`src/rtl/cla_result_serializer_if.sv`:
```
// Handshake and serial-line bundle between a CLA result source and the serializer.
interface cla_result_serializer_if #(
    parameter int SUM_W = 4
);
    logic             i_load;
    logic [SUM_W-1:0] i_sum;
    logic             i_cout;
    logic             o_ready;
    logic             o_busy;
    logic             o_out;
    logic             o_done;

    modport master (
        output i_load, i_sum, i_cout,
        input  o_ready, o_busy, o_out, o_done
    );

    modport slave (
        input  i_load, i_sum, i_cout,
        output o_ready, o_busy, o_out, o_done
    );
endinterface

```
`src/rtl/cla_result_serializer.sv`:
```
// Frames one CLA result ({cout,sum}) as start / data LSB-first / optional even parity / stop
// on a single registered, idle-high serial line.
//
// state    | meaning
// ---------+---------------------------------------------------------
// S_IDLE   | line high, ready for a load
// S_START  | start bit (0) on the line
// S_DATA   | shifting {cout,sum} out LSB-first
// S_PARITY | even-parity bit over the data bits
// S_STOP   | stop bit (1); done pulses on the following idle cycle
module cla_result_serializer #(
    parameter int SUM_W        = 4,
    parameter int CLKS_PER_BIT = 2,
    parameter int PARITY_EN    = 1
) (
    input  logic                    clk,
    input  logic                    rst,
    cla_result_serializer_if.slave  bus
);
    localparam int CW = (CLKS_PER_BIT > 1) ? $clog2(CLKS_PER_BIT) : 1;
    localparam int BW = $clog2(SUM_W + 1);
    localparam logic [CW-1:0] TICK_RELOAD = CW'(CLKS_PER_BIT - 1);
    localparam logic [BW-1:0] BIT_LAST    = BW'(SUM_W);

    typedef enum logic [2:0] {
        S_IDLE   = 3'd0,
        S_START  = 3'd1,
        S_DATA   = 3'd2,
        S_PARITY = 3'd3,
        S_STOP   = 3'd4
    } state_t;

    state_t           r_state;
    logic [CW-1:0]    r_tick;
    logic [BW-1:0]    r_bit_cnt;
    logic [SUM_W:0]   r_shreg;
    logic             r_parity;
    logic             r_out;
    logic             r_busy;
    logic             r_done;

    state_t           w_state_nxt;
    logic [CW-1:0]    w_tick_nxt;
    logic [BW-1:0]    w_bit_cnt_nxt;
    logic [SUM_W:0]   w_shreg_nxt;
    logic             w_parity_nxt;
    logic             w_out_nxt;
    logic             w_busy_nxt;
    logic             w_done_nxt;
    logic             w_tick_tc;
    logic             w_accept;
    logic [SUM_W:0]   w_frame_in;

    assign w_tick_tc  = (r_tick == '0);
    assign w_accept   = bus.i_load && !r_busy;
    assign w_frame_in = {bus.i_cout, bus.i_sum};

    always_ff @(posedge clk) begin
        if (rst) begin
            r_state   <= S_IDLE;
            r_tick    <= '0;
            r_bit_cnt <= '0;
            r_shreg   <= '0;
            r_parity  <= 1'b0;
            r_out     <= 1'b1;
            r_busy    <= 1'b0;
            r_done    <= 1'b0;
        end else begin
            r_state   <= w_state_nxt;
            r_tick    <= w_tick_nxt;
            r_bit_cnt <= w_bit_cnt_nxt;
            r_shreg   <= w_shreg_nxt;
            r_parity  <= w_parity_nxt;
            r_out     <= w_out_nxt;
            r_busy    <= w_busy_nxt;
            r_done    <= w_done_nxt;
        end
    end

    // Bit period is a down-counter reloaded on each terminal count.
    always_comb begin
        w_state_nxt   = r_state;
        w_tick_nxt    = r_tick;
        w_bit_cnt_nxt = r_bit_cnt;
        w_shreg_nxt   = r_shreg;
        w_parity_nxt  = r_parity;
        if (r_state != S_IDLE) begin
            w_tick_nxt = w_tick_tc ? TICK_RELOAD : (r_tick - CW'(1));
        end
        case (r_state)
            S_IDLE: begin
                if (w_accept) begin
                    w_state_nxt   = S_START;
                    w_shreg_nxt   = w_frame_in;
                    w_parity_nxt  = ^w_frame_in;
                    w_tick_nxt    = TICK_RELOAD;
                    w_bit_cnt_nxt = '0;
                end
            end
            S_START: begin
                if (w_tick_tc) w_state_nxt = S_DATA;
            end
            S_DATA: begin
                if (w_tick_tc) begin
                    w_shreg_nxt = r_shreg >> 1;
                    if (r_bit_cnt == BIT_LAST) begin
                        w_bit_cnt_nxt = '0;
                        w_state_nxt   = (PARITY_EN != 0) ? S_PARITY : S_STOP;
                    end else begin
                        w_bit_cnt_nxt = r_bit_cnt + BW'(1);
                    end
                end
            end
            S_PARITY: begin
                if (w_tick_tc) w_state_nxt = S_STOP;
            end
            S_STOP: begin
                if (w_tick_tc) w_state_nxt = S_IDLE;
            end
            default: w_state_nxt = S_IDLE;
        endcase
    end

    // Outputs are decoded from the next state so the line itself is a flop.
    always_comb begin
        w_out_nxt  = 1'b1;
        w_busy_nxt = (w_state_nxt != S_IDLE);
        w_done_nxt = (r_state == S_STOP) && (w_state_nxt == S_IDLE);
        case (w_state_nxt)
            S_START:  w_out_nxt = 1'b0;
            S_DATA:   w_out_nxt = w_shreg_nxt[0];
            S_PARITY: w_out_nxt = w_parity_nxt;
            default:  w_out_nxt = 1'b1;
        endcase
    end

    assign bus.o_out   = r_out;
    assign bus.o_busy  = r_busy;
    assign bus.o_ready = ~r_busy;
    assign bus.o_done  = r_done;
endmodule

```
`src/flat_wrapper.sv`:
```
// flat-port wrapper written by rule: the top's interface ports become plain ports
module cla_result_serializer_flat 
#(
    parameter int SUM_W        = 4,
    parameter int CLKS_PER_BIT = 2,
    parameter int PARITY_EN    = 1
)
  (clk, rst, bus_i_load, bus_i_sum, bus_i_cout, bus_o_ready, bus_o_busy, bus_o_out, bus_o_done);
  cla_result_serializer_if #(.SUM_W(SUM_W)) bus_i ();
  input  logic clk;
  input  logic rst;
  input wire logic [$bits(bus_i.i_load)-1:0] bus_i_load;
  input wire logic [$bits(bus_i.i_sum)-1:0] bus_i_sum;
  input wire logic [$bits(bus_i.i_cout)-1:0] bus_i_cout;
  output wire logic [$bits(bus_i.o_ready)-1:0] bus_o_ready;
  output wire logic [$bits(bus_i.o_busy)-1:0] bus_o_busy;
  output wire logic [$bits(bus_i.o_out)-1:0] bus_o_out;
  output wire logic [$bits(bus_i.o_done)-1:0] bus_o_done;
  assign bus_i.i_load = bus_i_load;
  assign bus_i.i_sum = bus_i_sum;
  assign bus_i.i_cout = bus_i_cout;
  assign bus_o_ready = bus_i.o_ready;
  assign bus_o_busy = bus_i.o_busy;
  assign bus_o_out = bus_i.o_out;
  assign bus_o_done = bus_i.o_done;
  cla_result_serializer #(.SUM_W(SUM_W), .CLKS_PER_BIT(CLKS_PER_BIT), .PARITY_EN(PARITY_EN)) u_core (.clk(clk), .rst(rst), .bus(bus_i));
endmodule
```
`config.mk`:
```
export PLATFORM = sky130hd
export DESIGN_NAME = cla_result_serializer_flat
export DESIGN_NICKNAME = d
export VERILOG_FILES = /design/src/rtl/cla_result_serializer_if.sv /design/src/rtl/cla_result_serializer.sv /design/src/flat_wrapper.sv
export SDC_FILE = /design/constraint.sdc
export NUM_CORES = 1
export LEC_CHECK = 0
export ABC_AREA = 1
export CAP_MARGIN = 20
export CELL_PAD_IN_SITES_DETAIL_PLACEMENT = 0
export CELL_PAD_IN_SITES_GLOBAL_PLACEMENT = 1
export CORE_ASPECT_RATIO = 1.25
export CORE_MARGIN = 3
export CORE_UTILIZATION = 33
export CTS_CLUSTER_SIZE = 40
export DETAILED_ROUTE_END_ITERATION = 8
export HOLD_SLACK_MARGIN = 0.06
export PLACE_DENSITY = 0.77
export SYNTH_ARGS = -nofsm -noshare
export SYNTH_HDL_FRONTEND = slang
export SYNTH_SLANG_ARGS = --single-unit
```
`constraint.sdc`:
```
create_clock -name clk -period 1.2 [get_ports clk]
set_input_delay 0.12 -clock clk [delete_from_list [all_inputs] [get_ports clk]]
set_output_delay 0.12 -clock clk [all_outputs]
set_load 0.005 [all_outputs]
```
---- Word level (Yosys, flattened, before mapping) ----
Cells that the tools add are included.
cells by class
  add/subtract/negate cells ............... 2
  equality and inequality tests ........... 10
  multiplexer cells ....................... 21
  bitwise logic cells ..................... 1
  reduce and logical (&&, ||, !) cells .... 10
operators with widths
  cell                                                                      number
  3-bit 2-to-1 mux                                                          9
  3-bit case mux with 5 select lines                                        1
  3-bit by 2-bit equality test with 1-bit output (second input constant)    4
  5-bit 2-to-1 mux                                                          2
  5-bit case mux with 2 select lines                                        1
  3-bit by 1-bit equality test with 1-bit output (second input constant)    2
  3-bit equality test (second input constant)                               2
  3-bit logical NOT                                                         2
  1-bit 2-to-1 mux                                                          6
  3-bit case mux with 2 select lines                                        1
  3-bit nonzero test                                                        2
  5-bit parity                                                              1
  3-bit by 1-bit adder with 3-bit output (second input constant)            1
  1-bit case mux with 3 select lines                                        1
  3-bit AND reduction                                                       1
  1-bit logical AND                                                         2
  2-bit by 1-bit inequality test with 1-bit output (second input constant)  1
  2-bit inequality test (second input constant)                             1
  2-bit nonzero test                                                        1
  1-bit logical NOT                                                         1
  1-bit inverter                                                            1
  1-bit subtractor (second input constant)                                  1
word-level totals
  flip-flop bits (word level) ............. 16
  bits of input ports ..................... 8
  output and inout bits ................... 4
  logic and storage cells ................. 53

---- Depth between registers and ports, before layout ----
Gate-level depths: netlist (run 1).
  word-level depth ........................ 6
  gate-level depth with buffers ........... 10
  depth with buffers taken out ............ 10

---- Least setup slack after synthesis (run 1) ----
No wires, ideal clock.
  path type ............................... reg2reg
  from .................................... reg u_core.r_state[1]
  to ...................................... reg u_core.r_bit_cnt[2]
  setup time .............................. 0.116 ns
  data arrival time ....................... 1.079 ns
  data required time ...................... 1.084 ns
  setup slack ............................. 0.005 ns
  cell stages (with the launch flop) ...... 9
  buffers on the path ..................... 1
  clock period less this slack ............ 1.195 ns
  path through ............................ dfxtp_1 > inv_2 > nor2_4 > nand2_2 > nand2_2 > nand3_2 > buf_6 > a21oi_1 > nor2_2
between the ends
  word-level cells in the longest chain between the ends .. 3
  elaborated cells on any way between the ends .. 7
  classes of those cells .................. eq/ne (3); mux (1); reduce/logical (3)
ends and longest elaborated chain
  element                                                                              RTL line                     source
  start, declared                                                                      cla_result_serializer.sv:33  state_t r_state;
  start signal, assigned                                                               cla_result_serializer.sv:69  r_state <= w_state_nxt;
  3-bit by 2-bit equality test with 1-bit output or 3-bit logical NOT (tied branches)  cla_result_serializer.sv:90  case (r_state)
  2-bit inequality test (no source line), or another cell as far along                 --
  3-bit AND reduction (no source line)                                                 --
  end signal, assigned                                                                 cla_result_serializer.sv:71  r_bit_cnt <= w_bit_cnt_nxt;
  end, declared                                                                        cla_result_serializer.sv:35  logic [BW-1:0] r_bit_cnt;
Parallel ways exist; a longest one is shown, timed or not.
A chain may end at the register's enable or synchronous reset.

---- Final worst setup path (run 1) ----
Ends and elaborated chain as after synthesis.

==> results.yml, run 1 <==
status:
  outcome: "finished, violations left"
  failed_checks: "negative setup slack"
synth:
  yosysUniqueCellTypes: 24
  syn-cell-area_um2: 880
  syn_nets: 139
  ys_top_cells_by_area: "dfxtp_1 (36%), nand2_1 (14%), inv_1 (7.7%)"
  postSynthAreaPerCell_um2: 6.82
  synthDominantCellAreaShare: 0.364
  synth_seq_cells: 16
  yosysSeqAreaShare: 0.364
  syn_inst: 129
  synth_top_area_cell: "dfxtp_1"
  synth_warnings: 0
worst_setup_path:
  cp-start-kind: "flop"
  max_stage_delay_ns: 0.37
  slowest_stage: "dfxtp_4"
  path_buf_inv: 1
  crit_start: "u_core.r_state[1]"
  critPathArrivalTime_ns: 1.47
  timing.rr.end: "u_core.r_bit_cnt[2]"
  crit_cells: 8
  critical-path-top-delay-family: "simple AND/OR/NAND/NOR gates"
  critical_path.max_fanout: 8
  rrSetupSlack_ns: -0.03
  r2r_cells: 8
  required_ns: 1.43
  crit_chain: "nor2_4 > nand2_4 > nand2_4 > nand3_4 > buf_6 > nor2_4 > o21ai_2 > nor2_2"
  rr_startpoint: "u_core.r_state[1]"
  endpoint_kind: "flop"
  crit_type: "reg -> reg"
  crit_end: "u_core.r_bit_cnt[2]"
cts:
  cts.sinks: 16
  clkLatencyLatePin_ns: 0.28
  cts_buffer_depth: 2
  cts_hold_buf: 0
  cts_tree: "built"
  cts_max_level: 1
  numCtsBuffers: 3
  clk_pin_slew_ns: 0.09
  clockRootBuffer: "clkbuf_4"
global_routing:
  antenna_found_initial: 0
  gr-total-overflow: 0
  grt_pass1_wl_um: 3720
  grt_pass1_vias: 946
  grtUsageTotal: 0.146
  grt_max_degree: 11
placed_design:
  dpl_cell_area_um2: 1160
  hpwl_um: 1580
  gp_congestion: 0.774
  portBuffers: 11
timing:
  period_needed_ns: 1.23
  fin_worst_skew_ns: 0.00163
  worst_slack_ns: -0.0335
  fmax_mhz: 811
  min_period_over_period: 1.03
  slew_headroom: 0.838
  hold_violations: 0
  setup_viol: 4
  tightest_slew_ns: 0.242
  slew_viol_final: 0
  rsz0062_at_grt: "true"
pwr:
  leakagePower_nw: 0.596
  vdd_drop_max_uv: 641
  power_density_nw_per_um2: 1300
  finalPower_w: 0.00167
layout:
  syn2layout_area_growth_pct: 46.2
  fillerInstances: 232
  drive_above_1_share: 0.356
  antenna_cells: 0
  final_nets: 175
  final_area_um2: 1290
floorplan:
  initial_utilization: 0.355
  die_y_um: 63.7
  dieArea_um2: 3320
  fp-row-count: 20
  coreArea_um2: 2480
  ioPinCount: 12
  dieWidth_um: 52.2
route:
  avgViaCountPerCell: 4.61
  ant_nets: 0
  wl_um: 2050
  initialDrtViolationCount: 11
  drcViolationCount: 0
  wl_per_cell_um: 10.4
  vias: 904
  drt-pass1-iter-count: 6
hold_path:
  worstHoldStart: "u_core.r_shreg[4]"
  hold_path_class: "reg -> reg"
  holdPathStages: 2
run:
  max_cap_viol_count: 0
==> final cells by class <==
| type | count | area (um2) | area share |
|---|---|---|---|
| Inverter | 19 | 71.3 | 0.0554 |
| Clock buffer | 3 | 22.5 | 0.0175 |
| Multi-Input combinational cell | 92 | 534 | 0.415 |
| Sequential cell | 16 | 334 | 0.260 |
| Timing Repair Buffer | 33 | 283 | 0.220 |
| Tap cell | 33 | 41.3 | 0.0321 |
==> synthesized netlist by cell type <==
library cell	n
xor2_1	1
xnor2_1	1
nand3_2	2
o21ai_1	2
nand2_1	32
nand3_1	13
or2_1	1
o21ai_0	4
clkbuf_1	1
nor2_4	3
o31ai_1	1
inv_1	18
nand2_2	3
inv_2	1
o21ai_2	1
a31oi_1	1
dfxtp_1	16
nor2_2	2
nor2_1	12
ha_1	2
buf_6	1
nand4_1	1
nor3_1	1
a21oi_1	9
==> tightest hold or removal path, stage by stage (launching register included) <==
cell	delay, ns
dfxtp_1	0.33
nand2_1	0.06
a21oi_1	0.05
==> registers in the layout (all words and copies together) (netlist names) <==
register	flops
u_core.bus.o_busy	1
u_core.bus.o_done	1
u_core.bus.o_out	1
u_core.r_bit_cnt	3
u_core.r_parity	1
u_core.r_shreg	5
u_core.r_state	3
u_core.r_tick	1
==> placed cells by master (no fill, tap or decap), types with 2 or more instances in the layout <==
cell              n
nand2_1          30
o21ai_1           5
dlygate4sd2_1     3
nand2_4           2
inv_1            14
a21oi_1           8
buf_6             3
nand3_2           4
nor2_2            3
nand3_1          10
nor2_4            5
nand2_2           3
dfxtp_4           2
dfxtp_1           9
dfxtp_2           5
inv_2             5
clkbuf_4          3
nor2_1            9
buf_4            19
clkdlybuf4s50_1   7
==> power breakdown <==
group | switching, W | leakage [nW] | internal, W
clock | 0.000173 | 0.0138 | 0.000117
sequential | 0.0000509 | 0.134 | 0.000613
combinational | 0.000361 | 0.448 | 0.000357
==> metrics by stage <==
step / hold slack, ns / TNS, ns / utilization / instances / worst slack, ns
CTS: 0.475 / -0.112 / 0.497 / 195 / -0.0477
global route: 0.510 / -0.991 / 0.519 / 196 / -0.121
finish: 0.474 / -0.0871 / 0.519 / 196 / -0.0335
global placement: 0.455 / -2.43 / 0.468 / 190 / -0.325
floorplan: 0.267 / 0 / - / 129 / 0.00479
detailed placement: 0.464 / -2.82 / 0.468 / 190 / -0.360
==> routing by layer <==
metal,vias up,share of wire,GRT usage
met5,-,0,0
met3,6,0.032,0.0284
met1,403,0.42,0.156
li1,477,-,-
met4,0,0.021,0.0607
met2,18,0.53,0.267
==> cells by family after synthesis <==
| family | Yosys count | synth area share |
|---|---|---|
| adders and majority gates | 2 | 0.0284 |
| AOI/OAI and AO/OA | 18 | 0.111 |
| xor gates and xnor gates | 2 | 0.0199 |
| DFF | 16 | 0.364 |
| buffers and inverters | 21 | 0.0981 |
| and+or+nand+nor | 70 | 0.378 |
==> worst min-delay path by stage <==
stage                              endpoint
final                     u_core.r_shreg[4]
after detailed placement  u_core.r_shreg[4]
after floorplan           u_core.r_shreg[4]
after global routing      u_core.r_shreg[0]
after global placement    u_core.r_shreg[4]
after CTS                 u_core.r_shreg[4]
==> repair_timing <==
| item | CTS | global route |
|---|---|---|
| gates cloned | 0 | 0 |
| endpoints found under the setup margin | 13 | 14 |
| gates resized for setup | 22 | 17 |
| setup buffers | 2 | 1 |
| pin swaps | 1 | 9 |
(Power assumes the default switching activity.)
==> inputs of run 2 (changes only) <==
--- a/config.mk
+++ b/config.mk
@@ -9,7 +9,6 @@
 export CAP_MARGIN = 20
 export CELL_PAD_IN_SITES_DETAIL_PLACEMENT = 0
 export CELL_PAD_IN_SITES_GLOBAL_PLACEMENT = 1
-export CORE_ASPECT_RATIO = 1.25
 export CORE_MARGIN = 3
 export CORE_UTILIZATION = 33
 export CTS_CLUSTER_SIZE = 40
==> run 2 against run 1 <==
The flow still finishes with violations (negative setup slack). Largest power group unchanged. Worst setup slack got worse by 0.016 ns. Largest cell class unchanged. Non-clock buffer count increased by 4. Die area decreased by 0.12%. Via count increased by 3.3%. Sequential power increased by 1%. Sequential share of layout area decreased by 1.9 points.
==> results.yml, run 2 (same netlist as run 1, synthesis figures left out) <==
layout:
  syn2layout_area_growth_pct: 56.9
  fillerInstances: 251
  largest_register_ffs: 5
  final_common_cell: "nand2_1"
  regMostFlops: "u_core.r_shreg"
  reg.largest.list: "u_core.r_shreg x5, u_core.r_bit_cnt x3, u_core.r_state x3"
  mostFrequentLayoutCells: "nand2_1 (28), buf_4 (23), inv_1 (14)"
  antenna_cells: 0
  final-instance-count-excl-fill: 197
  final_area_um2: 1380
  final_nets: 179
  drive_above_1_share: 0.443
route:
  met1_length_um: 903
  ant_nets: 0
  drt-pass1-iter-count: 4
  avgViaCountPerCell: 4.74
  vias: 934
  wl_um: 2120
  wl_per_cell_um: 10.8
  wl_met2_um: 1090
  wl_met3_um: 74
  initialDrtViolationCount: 20
  drcViolationCount: 0
  top_layer: "met4"
cts:
  cts_hold_buf: 0
  clk_pin_slew_ns: 0.09
  clockRootBuffer: "clkbuf_4"
  cts_buffer_depth: 2
  cts_max_level: 1
  numCtsBuffers: 3
  clkLatencyLatePin_ns: 0.29
  cts_tree: "built"
  cts.sinks: 16
placed_design:
  dp_slack_ns: -0.327
  placedCellCount: 192
  dpl_cell_area_um2: 1190
  hpwl_um: 1550
  portBuffers: 11
  gp_congestion: 0.739
global_routing:
  grt_pass1_wl_um: 3410
  grtUsageTotal: 0.132
  gr-total-overflow: 0
  grt_max_degree: 11
  grt_pass1_vias: 864
  antenna_found_initial: 0
timing:
  hold_violations: 0
  rsz0062_at_grt: "true"
  fmax_mhz: 800
  fin_worst_skew_ns: 0.00403
  worst_slack_ns: -0.0494
  tightest_slew_ns: 0.280
  min_period_over_period: 1.04
  period_needed_ns: 1.25
  setup_viol: 6
  slew_headroom: 0.813
  slew_viol_final: 0
worst_setup_path:
  max_stage_delay_ns: 0.39
  crit_chain: "inv_4 > nor2_4 > nand2_2 > nand2_4 > nand3_4 > buf_6 > a21oi_2 > nor2_1"
  slowest_stage: "dfxtp_4"
  path_buf_inv: 2
  critPathArrivalTime_ns: 1.45
  endpoint_kind: "flop"
  critical_path.max_fanout: 4
  cp-start-kind: "flop"
  crit_type: "reg -> reg"
  critical-path-top-delay-family: "simple AND/OR/NAND/NOR gates"
  required_ns: 1.40
floorplan:
  die_y_um: 57.6
  initial_utilization: 0.352
  dieWidth_um: 57.6
  coreArea_um2: 2500
  ioPinCount: 12
  dieArea_um2: 3320
  fp-row-count: 18
pwr:
  leakagePower_nw: 0.632
  power_density_nw_per_um2: 1280
  vdd_drop_max_uv: 875
  finalPower_w: 0.00176
status:
  failed_checks: "negative setup slack"
  outcome: "finished, violations left"
run:
  max_cap_viol_count: 0
hold_path:
  hold_path_class: "reg -> reg"
==> run 2: cell types whose count changed in the layout (fill, tap and decap cells not counted), sizes merged <==
| cell | before | now |
|---|---|---|
| buf | 22 | 26 |
| clkdlybuf4s15 | 1 | 0 |
| dlygate4sd2 | 3 | 4 |
==> run 2: metrics by stage <==
stage	util	setup TNS, ns	hold WS, ns
after floorplan	-	0	0.267
after global placement	0.477	-2.66	0.462
after detailed placement	0.477	-3.07	0.465
after CTS	0.503	-0.177	0.477
after global routing	0.552	-0.919	0.498
final	0.552	-0.199	0.473
==> run 2: area by class of cell <==
cell class | count | area [um2] | share of cell area
Timing Repair Buffer | 37 | 312 | 0.226
Sequential cell | 16 | 333 | 0.241
Multi-Input combinational cell | 92 | 602 | 0.436
Tap cell | 30 | 37.5 | 0.0272
Inverter | 19 | 73.8 | 0.0535
Clock buffer | 3 | 22.5 | 0.0163
==> run 2: timing repair <==
item                                    in CTS  in global routing
endpoints found under the setup margin      14                 14
resized for setup                           16                 38
pin swaps                                    3                  8
buffers inserted                             2                  1
==> run 2: layer usage <==
metal  vias up  track usage
li1        488            -
met1       426        0.156
met2        15        0.208
met3         5       0.0445
met4         0       0.0762
met5         -            0
==> run 2: where the power goes <==
part	switching, W	internal (W)	total [W]	leakage (nW)
logic	0.000406	0.000394	0.000800	0.484
clock network	0.000174	0.000117	0.000291	0.0138
registers	0.0000601	0.000611	0.000671	0.134
total	0.000640	0.00112	0.00176	0.632
==> run 2: path summary, 6_finish.rpt <==
| check | startpoint | slack, ns | end | cells past startpoint |
|---|---|---|---|---|
| hold reg to reg | u_core.r_shreg[0] | 0.47 | u_core.r_shreg[0] | 2 |
| hold / removal | u_core.r_shreg[0] | 0.47 | u_core.r_shreg[0] | 2 |
| setup / recovery | u_core.r_state[1] | -0.05 | u_core.r_shreg[3] | 8 |
| setup reg to reg | u_core.r_state[1] | -0.05 | u_core.r_shreg[3] | 8 |
==> run 2: worst reg2reg max path, stage by stage (launching register included) <==
cell and delay [ns]:
dfxtp_4 0.39, inv_4 0.04, nor2_4 0.14, nand2_2 0.10, nand2_4 0.07, nand3_4 0.09, buf_6 0.15, a21oi_2 0.12
nor2_1 0.04
